--- config.mk ---
export PLATFORM = sky130hd
export DESIGN_NAME = apb_master_arbiter_flat
export DESIGN_NICKNAME = d
export VERILOG_FILES = /design/src/rtl/apb_master_arbiter_if.sv /design/src/rtl/apb_master_arbiter.sv /design/src/flat_wrapper.sv
export SDC_FILE = /design/constraint.sdc
export NUM_CORES = 1
export LEC_CHECK = 0
export ABC_AREA = 0
export CORE_MARGIN = 3
export CORE_UTILIZATION = 36
export CTS_CLUSTER_DIAMETER = 50
export DETAILED_ROUTE_END_ITERATION = 10
export GPL_TIMING_DRIVEN = 0
export PLACE_DENSITY = 0.83
export SYNTH_ARGS = -nofsm -noshare
export SYNTH_HDL_FRONTEND = slang
export SYNTH_SLANG_ARGS = --single-unit
--- constraint.sdc ---
create_clock -name PCLK -period 2.4 [get_ports PCLK]
set_clock_uncertainty 0.1 [all_clocks]
set_input_delay 0.72 -clock PCLK [delete_from_list [all_inputs] [get_ports PCLK]]
set_output_delay 0.72 -clock PCLK [all_outputs]
set_load 0.1 [all_outputs]
--- src/rtl/apb_master_arbiter_if.sv ---
// APB bus bundle between the arbitrating master and a single APB slave.
interface apb_master_arbiter_if #(
  parameter int unsigned ADDR_W = 32,
  parameter int unsigned DATA_W = 32
);
  logic [ADDR_W-1:0] PADDR;
  logic [DATA_W-1:0] PWDATA;
  logic              PWRITE;
  logic              PSEL;
  logic              PENABLE;
  logic [DATA_W-1:0] PRDATA;
  logic              PREADY;

  modport master (
    output PADDR, PWDATA, PWRITE, PSEL, PENABLE,
    input  PRDATA, PREADY
  );

  modport slave (
    input  PADDR, PWDATA, PWRITE, PSEL, PENABLE,
    output PRDATA, PREADY
  );
endinterface

--- src/rtl/apb_master_arbiter.sv ---
// Two-requester round-robin APB master: IDLE -> SETUP -> ACCESS per transfer,
// PREADY wait states, timeout abort, one-cycle response strobe per request.
module apb_master_arbiter #(
  parameter int unsigned ADDR_W  = 32,
  parameter int unsigned DATA_W  = 32,
  parameter int unsigned TIMEOUT = 16
) (
  input  logic                PCLK,
  input  logic                PRESET,
  input  logic [1:0]          req_valid,
  output logic [1:0]          req_ready,
  input  logic [1:0]          req_write,
  input  logic [2*ADDR_W-1:0] req_addr,
  input  logic [2*DATA_W-1:0] req_wdata,
  output logic                rsp_valid,
  output logic                rsp_id,
  output logic [DATA_W-1:0]   rsp_rdata,
  output logic                rsp_err,
  apb_master_arbiter_if.master apb
);

  localparam int unsigned CNT_W = (TIMEOUT > 1) ? $clog2(TIMEOUT) : 1;
  localparam logic [CNT_W-1:0] CNT_LAST = CNT_W'(TIMEOUT - 1);

  typedef enum logic [1:0] {S_IDLE, S_SETUP, S_ACCESS} state_t;

  state_t            state_q, state_d;
  logic              prio_q, prio_d;
  logic [CNT_W-1:0]  cnt_q, cnt_d;
  logic              id_q, id_d;
  logic [ADDR_W-1:0] paddr_q, paddr_d;
  logic [DATA_W-1:0] pwdata_q, pwdata_d;
  logic              pwrite_q, pwrite_d;
  logic              psel_q, psel_d;
  logic              penable_q, penable_d;
  logic              rsp_valid_q, rsp_valid_d;
  logic              rsp_id_q, rsp_id_d;
  logic [DATA_W-1:0] rsp_rdata_q, rsp_rdata_d;
  logic              rsp_err_q, rsp_err_d;
  logic              gnt;

  // Next-state, grant and response logic; PSEL/PENABLE are registered from the next state.
  always_comb begin
    state_d     = state_q;
    prio_d      = prio_q;
    cnt_d       = cnt_q;
    id_d        = id_q;
    paddr_d     = paddr_q;
    pwdata_d    = pwdata_q;
    pwrite_d    = pwrite_q;
    psel_d      = 1'b0;
    penable_d   = 1'b0;
    rsp_valid_d = 1'b0;
    rsp_id_d    = rsp_id_q;
    rsp_rdata_d = rsp_rdata_q;
    rsp_err_d   = rsp_err_q;
    req_ready   = '0;
    gnt         = (req_valid == 2'b11) ? prio_q : req_valid[1];

    unique case (state_q)
      S_IDLE: begin
        if (!PRESET && req_valid[gnt]) begin
          req_ready[gnt] = 1'b1;
          paddr_d  = gnt ? req_addr[2*ADDR_W-1:ADDR_W]  : req_addr[ADDR_W-1:0];
          pwdata_d = gnt ? req_wdata[2*DATA_W-1:DATA_W] : req_wdata[DATA_W-1:0];
          pwrite_d = req_write[gnt];
          id_d     = gnt;
          prio_d   = ~gnt;
          state_d  = S_SETUP;
          psel_d   = 1'b1;
        end
      end
      S_SETUP: begin
        cnt_d     = '0;
        state_d   = S_ACCESS;
        psel_d    = 1'b1;
        penable_d = 1'b1;
      end
      S_ACCESS: begin
        if (apb.PREADY) begin
          state_d     = S_IDLE;
          rsp_valid_d = 1'b1;
          rsp_id_d    = id_q;
          rsp_err_d   = 1'b0;
          rsp_rdata_d = pwrite_q ? '0 : apb.PRDATA;
        end else if (cnt_q == CNT_LAST) begin
          state_d     = S_IDLE;
          rsp_valid_d = 1'b1;
          rsp_id_d    = id_q;
          rsp_err_d   = 1'b1;
          rsp_rdata_d = '0;
        end else begin
          cnt_d     = cnt_q + 1'b1;
          psel_d    = 1'b1;
          penable_d = 1'b1;
        end
      end
      default: state_d = S_IDLE;
    endcase
  end

  // State and output registers with synchronous reset.
  always_ff @(posedge PCLK) begin
    if (PRESET) begin
      state_q     <= S_IDLE;
      prio_q      <= 1'b0;
      cnt_q       <= '0;
      id_q        <= 1'b0;
      paddr_q     <= '0;
      pwdata_q    <= '0;
      pwrite_q    <= 1'b0;
      psel_q      <= 1'b0;
      penable_q   <= 1'b0;
      rsp_valid_q <= 1'b0;
      rsp_id_q    <= 1'b0;
      rsp_rdata_q <= '0;
      rsp_err_q   <= 1'b0;
    end else begin
      state_q     <= state_d;
      prio_q      <= prio_d;
      cnt_q       <= cnt_d;
      id_q        <= id_d;
      paddr_q     <= paddr_d;
      pwdata_q    <= pwdata_d;
      pwrite_q    <= pwrite_d;
      psel_q      <= psel_d;
      penable_q   <= penable_d;
      rsp_valid_q <= rsp_valid_d;
      rsp_id_q    <= rsp_id_d;
      rsp_rdata_q <= rsp_rdata_d;
      rsp_err_q   <= rsp_err_d;
    end
  end

  assign apb.PADDR   = paddr_q;
  assign apb.PWDATA  = pwdata_q;
  assign apb.PWRITE  = pwrite_q;
  assign apb.PSEL    = psel_q;
  assign apb.PENABLE = penable_q;
  assign rsp_valid   = rsp_valid_q;
  assign rsp_id      = rsp_id_q;
  assign rsp_rdata   = rsp_rdata_q;
  assign rsp_err     = rsp_err_q;

endmodule

--- src/flat_wrapper.sv ---
// flat-port wrapper written by rule: the top's interface ports become plain ports
module apb_master_arbiter_flat 
#(
  parameter int unsigned ADDR_W  = 32,
  parameter int unsigned DATA_W  = 32,
  parameter int unsigned TIMEOUT = 16
)
  (PCLK, PRESET, req_valid, req_ready, req_write, req_addr, req_wdata, rsp_valid, rsp_id, rsp_rdata, rsp_err, apb_PADDR, apb_PWDATA, apb_PWRITE, apb_PSEL, apb_PENABLE, apb_PRDATA, apb_PREADY);
  apb_master_arbiter_if #(.ADDR_W(ADDR_W), .DATA_W(DATA_W)) apb_i ();
  input  logic PCLK;
  input  logic PRESET;
  input  logic [1:0] req_valid;
  output logic [1:0] req_ready;
  input  logic [1:0] req_write;
  input  logic [2*ADDR_W-1:0] req_addr;
  input  logic [2*DATA_W-1:0] req_wdata;
  output logic rsp_valid;
  output logic rsp_id;
  output logic [DATA_W-1:0] rsp_rdata;
  output logic rsp_err;
  output wire logic [$bits(apb_i.PADDR)-1:0] apb_PADDR;
  output wire logic [$bits(apb_i.PWDATA)-1:0] apb_PWDATA;
  output wire logic [$bits(apb_i.PWRITE)-1:0] apb_PWRITE;
  output wire logic [$bits(apb_i.PSEL)-1:0] apb_PSEL;
  output wire logic [$bits(apb_i.PENABLE)-1:0] apb_PENABLE;
  input wire logic [$bits(apb_i.PRDATA)-1:0] apb_PRDATA;
  input wire logic [$bits(apb_i.PREADY)-1:0] apb_PREADY;
  assign apb_PADDR = apb_i.PADDR;
  assign apb_PWDATA = apb_i.PWDATA;
  assign apb_PWRITE = apb_i.PWRITE;
  assign apb_PSEL = apb_i.PSEL;
  assign apb_PENABLE = apb_i.PENABLE;
  assign apb_i.PRDATA = apb_PRDATA;
  assign apb_i.PREADY = apb_PREADY;
  apb_master_arbiter #(.ADDR_W(ADDR_W), .DATA_W(DATA_W), .TIMEOUT(TIMEOUT)) u_core (.PCLK(PCLK), .PRESET(PRESET), .req_valid(req_valid), .req_ready(req_ready), .req_write(req_write), .req_addr(req_addr), .req_wdata(req_wdata), .rsp_valid(rsp_valid), .rsp_id(rsp_id), .rsp_rdata(rsp_rdata), .rsp_err(rsp_err), .apb(apb_i));
endmodule
# Word-level counts from Yosys, hierarchy flattened
# Cells that the tools add are included.
[totals]
ff_bits = 110
in_bits = 167
output_inout_bits = 104
wordCells = 69
[op_classes]
addsub = 1
n_lt_le_gt_ge = 2
n_eq_ne = 8
n_mux = 32
bitwise = 2
reduce_logical = 11
[ops]
columns = ["cell", "count"]
rows = [
  ["$mux 32", 5],
  ["$mux 1", 15],
  ["$mux 2", 5],
  ["$mux 4", 2],
  ["$pmux 4 s2", 1],
  ["$pmux 2 s3", 1],
  ["$reduce_and 2->1", 3],
  ["$add 4x1->4 const B", 1],
  ["$eq 2x2->1 const B", 2],
  ["$eq 4x4->1 const B", 1],
  ["$ne 2x2->1 const B", 2],
  ["$reduce_bool 2->1", 2],
  ["$ne 3x2->1 const B", 1],
  ["$pmux 1 s3", 1],
  ["$reduce_and 3->1", 1],
  ["$eq 2x1->1 const B", 1],
  ["$logic_and 1x1->1", 2],
  ["$logic_not 2->1", 1],
  ["$lt 1x2->1 const B", 1],
  ["$ne 2x1->1 const B", 1],
  ["$not 1->1", 2],
  ["$pmux 1 s2", 1],
  ["$reduce_or 2->1", 1],
  ["$demux 1 s1", 1],
  ["2 further kinds", 2],
]

# Logic depth before layout (Yosys ltp)
[logic_depth]
ltp_word = 8
depth_mapped = 8
depth_no_buf = 5

# Worst setup path before layout
# OpenSTA, ideal clock, no wires.
[synth_path]
path_type = "in2out"
startpoint = "input port req_valid[1]"
endpoint = "output port req_ready[0]"
t_arrival_ps = 2736
t_required_ps = 1580
path_slack_ps = -1156
stages = 7
path_buffers = 4
path_cell_list = "clkbuf_2 > or2_1 > buf_2 > buf_2 > buf_4 > nand2_1 > nor2_1"
[synth_via]
elab_chain_len = 8
elab_cells_between_ends = 12
cone_classes = "order compare (2); eq/ne (1); mux (7); reduce/logical (2)"
[synth_rtl]
columns = ["element", "line", "text"]
rows = [
  ["start, declared", "flat_wrapper.sv:12", "input logic [1:0] req_valid;"],
  ["$eq 2x2->1", "apb_master_arbiter.sv:58", "gnt = (req_valid == 2'b11) ? prio_q : req_valid[1];"],
  ["$mux 1", "apb_master_arbiter.sv:58", ""],
  ["$lt 1x2->1 (not written as such) / $ge 1x1->1 (equally long branches)", "apb_master_arbiter.sv:63", "req_ready[gnt] = 1'b1;"],
  ["$logic_and 1x1->1 (not written as such)", "apb_master_arbiter.sv:63", ""],
  ["$mux 1 (not written as such)", "apb_master_arbiter.sv:63", ""],
  ["$demux 1 s1", "--", ""],
  ["$mux 2 (*)", "apb_master_arbiter.sv:62", "if (!PRESET && req_valid[gnt]) begin"],
  ["$mux 2 (*)", "apb_master_arbiter.sv:60", "unique case (state_q)"],
  ["end, declared", "flat_wrapper.sv:13", "output logic [1:0] req_ready;"],
]
# Every way passes the cells marked *; elsewhere a longest branch is shown, timed or not. The select of a mux whose other input is x is not followed.

# Worst setup path in the final report
[layout_path]
startpoint = "register u_core.state_q[0]"
endpoint = "output port req_ready[1]"
[layout_via]
elab_chain_len = 2
[layout_rtl]
columns = ["element", "line", "text"]
rows = [
  ["start, declared", "apb_master_arbiter.sv:27", "state_t state_q, state_d;"],
  ["start signal, assigned", "apb_master_arbiter.sv:119", "state_q <= state_d;"],
  ["$logic_not 2->1", "apb_master_arbiter.sv:60", ""],
  ["$mux 2", "apb_master_arbiter.sv:60", ""],
]
# No other way between the ends.

==> flow_metrics.tcl <==
set metrics [dict create \
    status "complete, but fails checks" \
    violations "setup timing" \
    nets 994 \
    cts_inserted_buffers 9 \
    dr.pass1.iters 5 \
    p_sw_uw 2523 \
    viasPerCell 5.448 \
    crit_slowest_cell "dfxtp_2" \
    critical_path.max_fanout 4 \
    ctsHoldBuffers 0 \
    hold_viol_final 0 \
    p_total_uw 6009 \
    syn_inst 531 \
    syn-num-nets 703 \
    fin_ws_ns -0.03900 \
    cp_top_family "buffers and inverters" \
    ys_types 35 \
    numPortBuffers 269 \
    slew_viol_final 0 \
    routed-wl-met2_mm 9.496 \
    grt_pass1_wl_mm 29.73 \
    crit_arrival_ns 1.62 \
    cts_sinks 110 \
    regArea_mm2 0.002205 \
    slowest_delay_ns 0.33 \
    synth_edf_count 0 \
    crit_type "reg -> out" \
    grt_pass1_vias 5555 \
    dr.max_layer_used "met4" \
    clockBufferDepth 2 \
    die_h_um 125.7 \
    fill_cells 1218 \
    die_area_mm2 0.01580 \
    ant_nets 0 \
    clk_latency_ns 0.35 \
    p_sw_share_pct 41.99 \
    most-common-layout-cells "clkdlybuf4s50_1 (163), dfxtp_1 (108), a21oi_1 (74)" \
    p_leak_uw 0.003054 \
    grt_antenna_before_repair 0 \
    finalCritPeriodShare_pct 101.6 \
    slew-limit-headroom_pct 33.26 \
    htreeDepth 3 \
    die_w_um 125.7 \
    min_path_type "reg -> reg" \
    core_mm2 0.01393 \
    tightest_slew_ns 1.005 \
    antenna_cells 0 \
    p_seq_share_pct 34.4 \
    start_util_pct 37.01 \
    io_pins 271 \
    p_int_uw 3486 \
    dpl.hpwl_mm 14.42 \
    pwr-share-clk_pct 24.6 \
    multi_input_area_mm2 0.002658 \
    end_kind "output port" \
    grt_max_degree 26 \
    wl_per_cell_um 19.21 \
    clock-root-buffer "clkbuf_16" \
    rsz0062_at_grt "yes" \
    gp_congestion 0.8400 \
    rows 43 \
    synth_warnings 0 \
    layout-drive-gt1-share_pct 18.02 \
    pwr-share-comb_pct 41.0 \
    tritoncts "built" \
    max_freq_ghz 0.4100 \
    routed-wl-met3_mm 1.521 \
    netlist_area_mm2 0.005157 \
    grt_use_total_pct 23.36 \
    wl_met1_mm 7.780 \
    period_minus_slack_ns 2.439 \
    final-instance-count-excl-fill 1007 \
    ys_seq_elements 110 \
    holdWs_ns 0.3725 \
    powerDensity_mw_per_mm2 712.8 \
    cts.reportedPaths.clkPinSlew_ns 0.08 \
    cp_num_buf_inv 3 \
    worstPathRequired_ns 1.58 \
    grt-ovfl-total 0 \
    ys_seq_area_share_pct 42.70 \
    drtIter0Drc 292 \
    drv_cap 0 \
    async_flop_share_pct 0 \
    max-vdd-ir-drop_mv 0.3751 \
    synth_flop_cell "dfxtp_1" \
    avgSynthCellArea_um2 9.713 \
    route.detailed.drc 0 \
    vias 5486 \
    final_common_cell "clkdlybuf4s50_1" \
    finalSetupViolations 2 \
    critPathLaunchType "flop" \
    dp.cells 980 \
    crit_chain "inv_2, ha_4, nor2b_4, nand3b_1, clkinvlp_4, buf_12" \
    wirelength_mm 19.35 \
    area_growth_pct 63.46 \
]
per-layer routing:
metal | vias to the layer above | track usage [%]
met5 | - | 0
met4 | 0 | 8.036
met3 | 36 | 7.337
met2 | 231 | 40.50
met1 | 2583 | 27.30
li1 | 2636 | -
cell usage after synthesis (3+ instances only):
master | count | area [um^2]
a211oi_1 | 4 | 30.03
a21oi_1 | 74 | 370.4
a22o_1 | 32 | 280.3
a311oi_1 | 25 | 219.0
a311oi_2 | 40 | 600.6
buf_1 | 5 | 18.77
buf_2 | 13 | 65.06
buf_6 | 5 | 56.30
clkbuf_1 | 42 | 157.7
dfxtp_1 | 110 | 2202
ha_1 | 5 | 62.56
inv_1 | 5 | 18.77
nand2b_1 | 3 | 18.77
nand3_1 | 4 | 20.02
nand3b_1 | 66 | 495.5
nor2_1 | 4 | 15.01
nor3_1 | 4 | 20.02
nor3b_1 | 3 | 22.52
o21ai_0 | 64 | 320.3
o21ai_1 | 3 | 15.01
kinds of logic after synthesis:
logic type | count (synthesis) | share of synthesized area (%)
compound gates | 248 | 36.51
mux | 3 | 0.6307
simple gates | 92 | 12.42
fa+ha+maj | 5 | 1.213
buf+inv | 73 | 6.526
flops | 110 | 42.70
path summary, 6_finish.rpt:
path         cells past startpoint                  from                    to  slack, ns
max                              6     u_core.state_q[0]          req_ready[1]      -0.04
min                              1  u_core.rsp_rdata[29]  u_core.rsp_rdata[29]       0.37
max reg2reg                      8     u_core.state_q[0]  u_core.apb.PADDR[13]       0.33
min reg2reg                      1  u_core.rsp_rdata[29]  u_core.rsp_rdata[29]       0.37
power groups by stage:
stage / clock, uW / sequential [uW] / combinational [uW]
4_1_cts: 1510 / 2060 / 2470
2_1_floorplan: 0 / 3150 / 672
6_report: 1480 / 2070 / 2460
5_1_grt: 1580 / 2080 / 2570
3_3_place_gp: 0 / 2100 / 2460
3_5_place_dp: 0 / 2110 / 2480
state kept, by name, summed over array words and instances, names as in the netlist:
name and flops:
u_core.rsp_rdata 32, u_core.apb.PENABLE 1, u_core.apb.PSEL 1, u_core.state_q 2, u_core.apb.PADDR 32, u_core.rsp_valid 1
u_core.rsp_id 1, u_core.prio_q 1, u_core.rsp_err 1, u_core.apb.PWDATA 32, u_core.apb.PWRITE 1, u_core.cnt_q 4
u_core.id_q 1
metrics by stage:
stage	setup WS, ns	util (%)	area, um^2	setup TNS [ns]
after CTS	-0.2130	60.94	8492	-0.3213
after global routing	-0.07897	60.50	8431	-0.1311
after global placement	-1.739	58.36	8133	-25.59
after detailed placement	-1.740	58.36	8133	-24.13
final	-0.03900	60.50	8431	-0.04350
after floorplan	-0.2487	-	5215	-0.3923
final cells by class:
cell class	count	share of cell area, %
Buffer	61	3.710
Multi-Input combinational cell	348	31.52
Inverter	5	0.2671
Clock buffer	10	2.835
Sequential cell	110	26.15
Tap cell	180	2.671
Timing Repair Buffer	287	32.21
Clock inverter	6	0.6382
repair_timing:
item	in CTS	in global routing
gates resized for setup	188	83
endpoints found under the setup margin	107	71
pin swaps	3	1
buffers inserted	12	6
Note: power is estimated with default switching activity, not from simulation.
